==> src/rtl/display_pkg.sv <==
// Shared definitions for the 7-segment display path: glyph table, special codes,
// scan-reader FSM states and a small enable-counting helper.
package display_pkg;

    // Scan-reader FSM states.
    typedef enum logic [1:0] {
        IDLE,
        SETTLE,
        CAPTURED
    } scan_state_t;

    // Special codes with dedicated glyphs.
    localparam logic [3:0] CODE_SUPPLY  = 4'hB;  // top bar only
    localparam logic [3:0] CODE_ERR_MID = 4'hC;  // middle bar only
    localparam logic [3:0] CODE_ERR_LOW = 4'hD;  // bottom bar only

    // Idle levels of the scanned lines: all enables high, all segments dark.
    localparam logic [3:0] DISPLAY_BLANK = 4'b1111;
    localparam logic [6:0] SEG_DARK      = 7'h7F;

    // Active-low {g,f,e,d,c,b,a} pattern for each code. The all-lit pattern is kept
    // free as a lamp-test/fault signature, so 8 is drawn without segment a.
    localparam logic [6:0] SEG_GLYPH [16] = '{
        7'h40,  // 0
        7'h79,  // 1
        7'h24,  // 2
        7'h30,  // 3
        7'h19,  // 4
        7'h12,  // 5
        7'h02,  // 6
        7'h78,  // 7
        7'h01,  // 8
        7'h10,  // 9
        7'h08,  // A
        7'h7E,  // B  CODE_SUPPLY
        7'h3F,  // C  CODE_ERR_MID
        7'h77,  // D  CODE_ERR_LOW
        7'h06,  // E
        7'h0E   // F
    };

    // Number of asserted (low) digit enables.
    function automatic logic [2:0] low_count(input logic [3:0] enables);
        low_count = 3'd0;
        for (int i = 0; i < 4; i++) begin
            low_count = low_count + {2'b00, ~enables[i]};
        end
    endfunction

endpackage

==> src/rtl/seg_glyph_lookup.sv <==
// Combinational reverse search of the glyph table: segment pattern -> {hit, code}.
module seg_glyph_lookup
    import display_pkg::*;
(
    input  logic [6:0] pattern,
    output logic       hit,
    output logic [3:0] code
);

    // Scan from the highest code down so the lowest matching code is the one left.
    always_comb begin
        // NOTE: every output of a combinational block gets a default first so no path infers a latch.
        hit  = 1'b0;
        code = 4'h0;
        for (int i = 15; i >= 0; i--) begin
            if (SEG_GLYPH[i] == pattern) begin
                hit  = 1'b1;
                code = 4'(i);
            end
        end
    end

endmodule

==> src/rtl/display_scan_reader.sv <==
// Receive side of the multiplexed 4-digit display: waits for each scanned digit to
// settle, decodes it, assembles a frame and offers it through valid/ready.
module display_scan_reader
    import display_pkg::*;
#(
    parameter int STABLE_CYCLES = 4,
    parameter int FRAME_TIMEOUT = 1024
) (
    input  logic       clock,
    input  logic       reset,
    input  logic [6:0] seg_in,
    input  logic [3:0] display_n,
    input  logic       frame_ready,
    output logic [3:0] digit_3,
    output logic [3:0] digit_2,
    output logic [3:0] digit_1,
    output logic [3:0] digit_0,
    output logic       frame_valid,
    output logic       glyph_err,
    output logic       multi_err,
    output logic       timeout,
    output logic       overrun
);

    localparam int SETTLE_W = $clog2(STABLE_CYCLES) + 1;
    localparam int TMO_W    = $clog2(FRAME_TIMEOUT) + 1;
    // The lookup fires on the increment that brings the count to STABLE_CYCLES-1.
    localparam logic [SETTLE_W-1:0] SETTLE_LAST = SETTLE_W'(STABLE_CYCLES - 2);
    localparam logic [TMO_W-1:0]    TMO_LAST    = TMO_W'(FRAME_TIMEOUT - 1);
    localparam logic [TMO_W-1:0]    TMO_MAX     = '1;

    logic [6:0]          seg_q, seg_p;
    logic [3:0]          disp_q, disp_p;
    scan_state_t         state, state_n;
    logic [SETTLE_W-1:0] settle_cnt, settle_n;
    logic                lookup_en;
    logic                hit;
    logic [3:0]          code;
    logic [1:0]          digit_idx;
    logic                sample_valid, sample_multi, sample_same;
    logic [3:0]          shadow [4];
    logic [3:0]          seen, seen_base;
    logic                frame_done, capture;
    logic [TMO_W-1:0]    tmo_cnt;

    seg_glyph_lookup u_lookup (
        .pattern (seg_q),
        .hit     (hit),
        .code    (code)
    );

    assign sample_valid = (low_count(disp_q) == 3'd1);
    assign sample_multi = (low_count(disp_q) > 3'd1);
    assign sample_same  = ({disp_q, seg_q} == {disp_p, seg_p});
    assign capture      = lookup_en & hit;
    assign frame_done   = (seen == 4'b1111);
    assign seen_base    = frame_done ? 4'b0000 : seen;

    // Position of the single low enable in the current sample.
    always_comb begin
        case (disp_q)
            4'b1110: digit_idx = 2'd0;
            4'b1101: digit_idx = 2'd1;
            4'b1011: digit_idx = 2'd2;
            4'b0111: digit_idx = 2'd3;
            default: digit_idx = 2'd0;
        endcase
    end

    // Input stage plus one sample of history for the settle comparison.
    always_ff @(posedge clock) begin
        // NOTE: sequential state uses non-blocking assignments so every register sees pre-edge values.
        if (reset) begin
            seg_q  <= SEG_DARK;
            disp_q <= DISPLAY_BLANK;
            seg_p  <= SEG_DARK;
            disp_p <= DISPLAY_BLANK;
        end else begin
            seg_q  <= seg_in;
            disp_q <= display_n;
            seg_p  <= seg_q;
            disp_p <= disp_q;
        end
    end

    // FSM state and settle counter registers.
    always_ff @(posedge clock) begin
        if (reset) begin
            state      <= IDLE;
            settle_cnt <= '0;
        end else begin
            state      <= state_n;
            settle_cnt <= settle_n;
        end
    end

    // Next state: settle on a steady single-digit sample, look it up once per enable interval.
    always_comb begin
        state_n   = state;
        settle_n  = settle_cnt;
        lookup_en = 1'b0;
        case (state)
            IDLE: begin
                if (sample_valid) begin
                    state_n  = SETTLE;
                    settle_n = '0;
                end
            end
            SETTLE: begin
                if (!sample_same) begin
                    state_n  = sample_valid ? SETTLE : IDLE;
                    settle_n = '0;
                end else if (settle_cnt == SETTLE_LAST) begin
                    lookup_en = 1'b1;
                    state_n   = CAPTURED;
                    settle_n  = settle_cnt + 1'b1;
                end else begin
                    settle_n = settle_cnt + 1'b1;
                end
            end
            CAPTURED: begin
                if (!sample_same) begin
                    state_n  = sample_valid ? SETTLE : IDLE;
                    settle_n = '0;
                end
            end
            default: begin
                state_n  = IDLE;
                settle_n = '0;
            end
        endcase
    end

    // Shadow/seen assembly, frame hand-off, timeout and status pulses.
    always_ff @(posedge clock) begin
        if (reset) begin
            // NOTE: the shadow file is four nibbles that must read 0 after reset, so it is reset like plain flops.
            for (int i = 0; i < 4; i++) begin
                shadow[i] <= 4'h0;
            end
            seen        <= 4'b0000;
            tmo_cnt     <= '0;
            digit_3     <= 4'h0;
            digit_2     <= 4'h0;
            digit_1     <= 4'h0;
            digit_0     <= 4'h0;
            frame_valid <= 1'b0;
            overrun     <= 1'b0;
            glyph_err   <= 1'b0;
            multi_err   <= 1'b0;
            timeout     <= 1'b0;
        end else begin
            glyph_err <= lookup_en & ~hit;
            multi_err <= sample_multi;
            timeout   <= 1'b0;

            if (frame_done) begin
                digit_3 <= shadow[3];
                digit_2 <= shadow[2];
                digit_1 <= shadow[1];
                digit_0 <= shadow[0];
                if (frame_valid && !frame_ready) begin
                    overrun <= 1'b1;
                end
            end
            frame_valid <= frame_done | (frame_valid & ~frame_ready);

            if (capture) begin
                shadow[digit_idx] <= code;
                seen              <= seen_base | (4'b0001 << digit_idx);
                tmo_cnt           <= '0;
            end else if ((seen_base != 4'b0000) && (tmo_cnt >= TMO_LAST)) begin
                timeout <= 1'b1;
                seen    <= 4'b0000;
                tmo_cnt <= '0;
            end else begin
                seen <= seen_base;
                if (tmo_cnt != TMO_MAX) begin
                    tmo_cnt <= tmo_cnt + 1'b1;
                end
            end
        end
    end

endmodule

==> config.mk <==
export PLATFORM = sky130hd
export DESIGN_NAME = display_scan_reader
export DESIGN_NICKNAME = d
export VERILOG_FILES = /design/src/rtl/display_pkg.sv /design/src/rtl/seg_glyph_lookup.sv /design/src/rtl/display_scan_reader.sv
export SDC_FILE = /design/constraint.sdc
export NUM_CORES = 1
export LEC_CHECK = 0
export ABC_AREA = 1
export CAP_MARGIN = 20
export CORE_UTILIZATION = 56
export DETAILED_ROUTE_END_ITERATION = 6
export HOLD_SLACK_MARGIN = 0.03
export PLACE_DENSITY_LB_ADDON = 0.3
export SYNTH_ARGS = -nofsm -noshare
export SYNTH_HDL_FRONTEND = slang
export SYNTH_SLANG_ARGS = --single-unit
==> constraint.sdc <==
create_clock -name clock -period 2.72 [get_ports clock]
set_clock_uncertainty 0.15 [all_clocks]
set_input_delay 0.272 -clock clock [delete_from_list [all_inputs] [get_ports clock]]
set_output_delay 0.272 -clock clock [all_outputs]
set_load 0.005 [all_outputs]
==> flow_metrics.py, run 1 <==
metrics = {
    "outcome": {
        "status": "finished, final reports clean",
    },
    "global_route": {
        "grt_usage_pct": 21.2,
        "antenna_found_initial": 0,
        "grt_max_degree": 22,
        "globalRoute.totalOverflow": 0,
        "grt_pass1_wl_um": 10600,
        "first_global_vias": 2510,
    },
    "clocking": {
        "cts-htree-levels": 3,
        "cts.clk_slew.worst_paths_ps": 70,
        "holdBufCountCts": 0,
        "cts_sinks": 79,
        "cts_setup_buffers": 0,
        "cts_tree": "done",
        "clock_latency_ps": 340,
        "cts_resized": 0,
        "cts_buffers": 9,
        "root_buffer": "clkbuf_8",
        "clockBufferDepth": 2,
    },
    "yosys": {
        "synth_mux_area_share_pct": 0,
        "seq_area_frac_synth_pct": 50.2,
        "syn_inst": 441,
        "synth_simple_gate_area_share_pct": 29.5,
        "ys_seq_elements": 79,
        "synth_area_per_cell_sq_um": 7.87,
        "synth_warnings": 0,
        "synth_cell_type_count": 31,
        "synth_xor_area_share_pct": 3.28,
        "synth_compound_area_share_pct": 6.31,
        "synth_fp_nets": 464,
        "synth-adder-area-share_pct": 3.46,
        "synth_top_family_by_area": "simple AND/OR/NAND/NOR gates",
        "syn_area_sq_mm": 0.00347,
    },
    "die": {
        "io_pins": 35,
        "coreArea_sq_mm": 0.00596,
        "die_area_sq_mm": 0.00652,
        "initial_core_util_pct": 58.3,
        "die_h_um": 80.7,
        "die_w_um": 80.7,
        "rows": 28,
    },
    "sta": {
        "finalCriticalPeriod_ps": 2530,
        "worst_pin_slew_ps": 566,
        "slew_headroom_pct": 61.9,
        "min_period_over_period_pct": 92.9,
        "setup_ws_ps": 193,
        "maxSlewViolCount": 0,
        "setup_viol": 0,
        "tns_ps": 0,
        "rsz0062_at_grt": "no",
        "hold_viol": 0,
        "clock.fmax_mhz": 396,
    },
    "detailed_routing": {
        "drcViolationCount": 0,
        "drt-pass1-iter-count": 4,
        "wl_um": 6060,
        "maxUsedRoutingLayer": "met4",
        "antenna_left": 0,
        "first_iter_violations": 204,
        "dr_total_vias": 2783,
        "vias_per_cell": 4.96,
        "wire_per_inst_um": 10.8,
        "wl_met2_um": 2890,
        "wl_met3_um": 242,
        "routedLengthMet1_um": 2780,
    },
    "pwr": {
        "internal_power_mw": 1.71,
        "peakVddDrop_mv": 0.370,
        "clkPwrFrac_pct": 36.4,
        "p_per_area_mw_per_mm2": 546,
        "power_mw": 2.23,
        "pwr-share-comb_pct": 7.5,
        "seq_power_share_pct": 56.1,
        "leakage_nw": 1.80,
        "switching_share_pct": 23.1,
        "p_sw_uw": 513,
    },
    "worst_setup_path": {
        "r2r_slack_ps": 190,
        "crit_path_end_kind": "flop",
        "critPathLaunchType": "flop",
        "critical_path_class": "flop to flop",
        "crit_fanout": 5,
        "cp_data_required_time_ps": 2810,
        "worst_ep_arrival_time_ps": 2610,
    },
    "placed_design": {
        "portBuffers": 34,
        "gp_congestion": 0.852,
        "dp_slack_ps": 210,
        "dpl.hpwl_um": 4400,
    },
    "finish": {
        "final_nets": 504,
        "final_cell_mix": "nor2_1, nand2_1, dfxtp_1, inv_1, clkdlybuf4s50_1",
        "drive_above_1_share_pct": 9.88,
        "final_common_cell": "nor2_1",
        "area_growth_pct": 17.4,
        "num_antenna_cells": 0,
        "postLayoutCoreUtil_pct": 68.4,
    },
    "hold_path": {
        "hold_path_class": "flop to flop",
    },
    "flow_run": {
        "drv_cap": 0,
    },
}
[through the flow]
| step | instances | hold slack (ps) | instance area [sq um] |
|---|---|---|---|
| after global placement | 545 | 302 | 3890 |
| after floorplan | 441 | 226 | 3470 |
| after global routing | 561 | 334 | 4080 |
| after detailed placement | 545 | 314 | 3890 |
| final | 561 | 319 | 4080 |
| after CTS | 561 | 328 | 4080 |
[power by group through the flow]
stage / clock [mW] / combinational (mW) / sequential (mW)
after floorplan: 0 / 0.118 / 1.27
after global placement: 0 / 0.160 / 1.27
after detailed placement: 0 / 0.165 / 1.27
after CTS: 0.830 / 0.167 / 1.25
after global routing: 0.892 / 0.192 / 1.25
final: 0.810 / 0.167 / 1.25
[cell type report]
cell class	count	area [sq um]
fill	488	1880
tap	75	93.8
timing repair buffer	38	370
multi-input combinational	297	1480
sequential	79	1740
clock inverter	5	51.3
inverter	56	210
clock buffer	11	131
[sequential cells by signal, indices dropped and copies added, names as in the netlist]
signal / flops
seg_q: 7
timeout: 1
glyph_err: 1
digit_0: 4
digit_2: 4
shadow: 16
digit_1: 4
state: 2
seen: 4
multi_err: 1
digit_3: 4
overrun: 1
settle_cnt: 3
seg_p: 7
disp_q: 4
frame_valid: 1
tmo_cnt: 11
disp_p: 4
[per-layer routing]
metal / GRT usage (%) / up-vias
met2: 35.9 / 62
li1: - / 1465
met1: 25.4 / 1243
met5: 0 / -
met3: 4.32 / 13
met4: 10.7 / 0
[path summary, 6_finish.rpt]
kind | from | end | cells after the start
hold / removal | overrun | overrun | 2
hold reg to reg | overrun | overrun | 2
setup / recovery | disp_q[0] | state[0] | 10
setup reg to reg | disp_q[0] | state[0] | 10
[critical path, stage by stage (launching register included)]
cell,delay [ps]
dfxtp_1,370
fa_1,550
inv_1,40
ha_1,190
inv_1,60
ha_1,210
or3b_2,480
nand2_1,100
nand2_1,110
nor2_1,110
a21oi_1,60
[synthesized netlist by cell type]
| cell | count | area, sq um |
|---|---|---|
| ha_1 | 8 | 100 |
| inv_2 | 4 | 15.0 |
| xor2_1 | 5 | 43.8 |
| nand3_1 | 21 | 105 |
| inv_1 | 50 | 188 |
| a21oi_1 | 13 | 65.1 |
| clkinv_1 | 2 | 7.51 |
| o21ai_1 | 1 | 5.00 |
| and3_1 | 1 | 6.26 |
| edfxtp_1 | 16 | 480 |
| nor3_1 | 6 | 30.0 |
| nand4_1 | 5 | 31.3 |
| or2_2 | 15 | 93.8 |
| dfxtp_1 | 63 | 1260 |
| clkbuf_1 | 8 | 30.0 |
| nand2_1 | 80 | 300 |
| nand2_2 | 2 | 12.5 |
| xnor2_1 | 8 | 70.1 |
| nand3_2 | 2 | 20.0 |
| nor2_2 | 3 | 18.8 |
| nor3_2 | 2 | 20.0 |
| a31oi_1 | 1 | 6.26 |
| nor3_4 | 1 | 16.3 |
| fa_1 | 1 | 20.0 |
| nand4_2 | 1 | 12.5 |
| or3b_2 | 1 | 8.76 |
| nand3b_1 | 1 | 7.51 |
| nor2_1 | 91 | 342 |
| o21a_1 | 1 | 7.51 |
| buf_6 | 1 | 11.3 |
| o21ai_0 | 27 | 135 |
[logic make-up (layout without fill, tap and decap cells)]
family | count (synthesis) | after routing
buf+inv | 65 | 110
compound gates | 43 | 43
simple gates | 232 | 232
fa+ha+maj | 9 | 9
xor+xnor | 13 | 13
flops | 79 | 79
(Power assumes the default switching activity.)
==> inputs of run 2 (changes only) <==
--- a/config.mk
+++ b/config.mk
@@ -11,6 +11,7 @@
 export DETAILED_ROUTE_END_ITERATION = 6
 export HOLD_SLACK_MARGIN = 0.03
 export PLACE_DENSITY_LB_ADDON = 0.3
+export SLEW_MARGIN = 20
 export SYNTH_ARGS = -nofsm -noshare
 export SYNTH_HDL_FRONTEND = slang
 export SYNTH_SLANG_ARGS = --single-unit
==> results of run 2 <==
Final layout, timing and power as in run 1 (identical DEF).
==> inputs of run 3 (changes only) <==
--- a/config.mk
+++ b/config.mk
@@ -9,6 +9,7 @@
 export CAP_MARGIN = 20
 export CORE_UTILIZATION = 56
 export DETAILED_ROUTE_END_ITERATION = 6
+export GPL_ROUTABILITY_DRIVEN = 1
 export HOLD_SLACK_MARGIN = 0.03
 export PLACE_DENSITY_LB_ADDON = 0.3
 export SLEW_MARGIN = 20
==> results of run 3 <==
Final layout, timing and power as in run 1 (identical DEF).
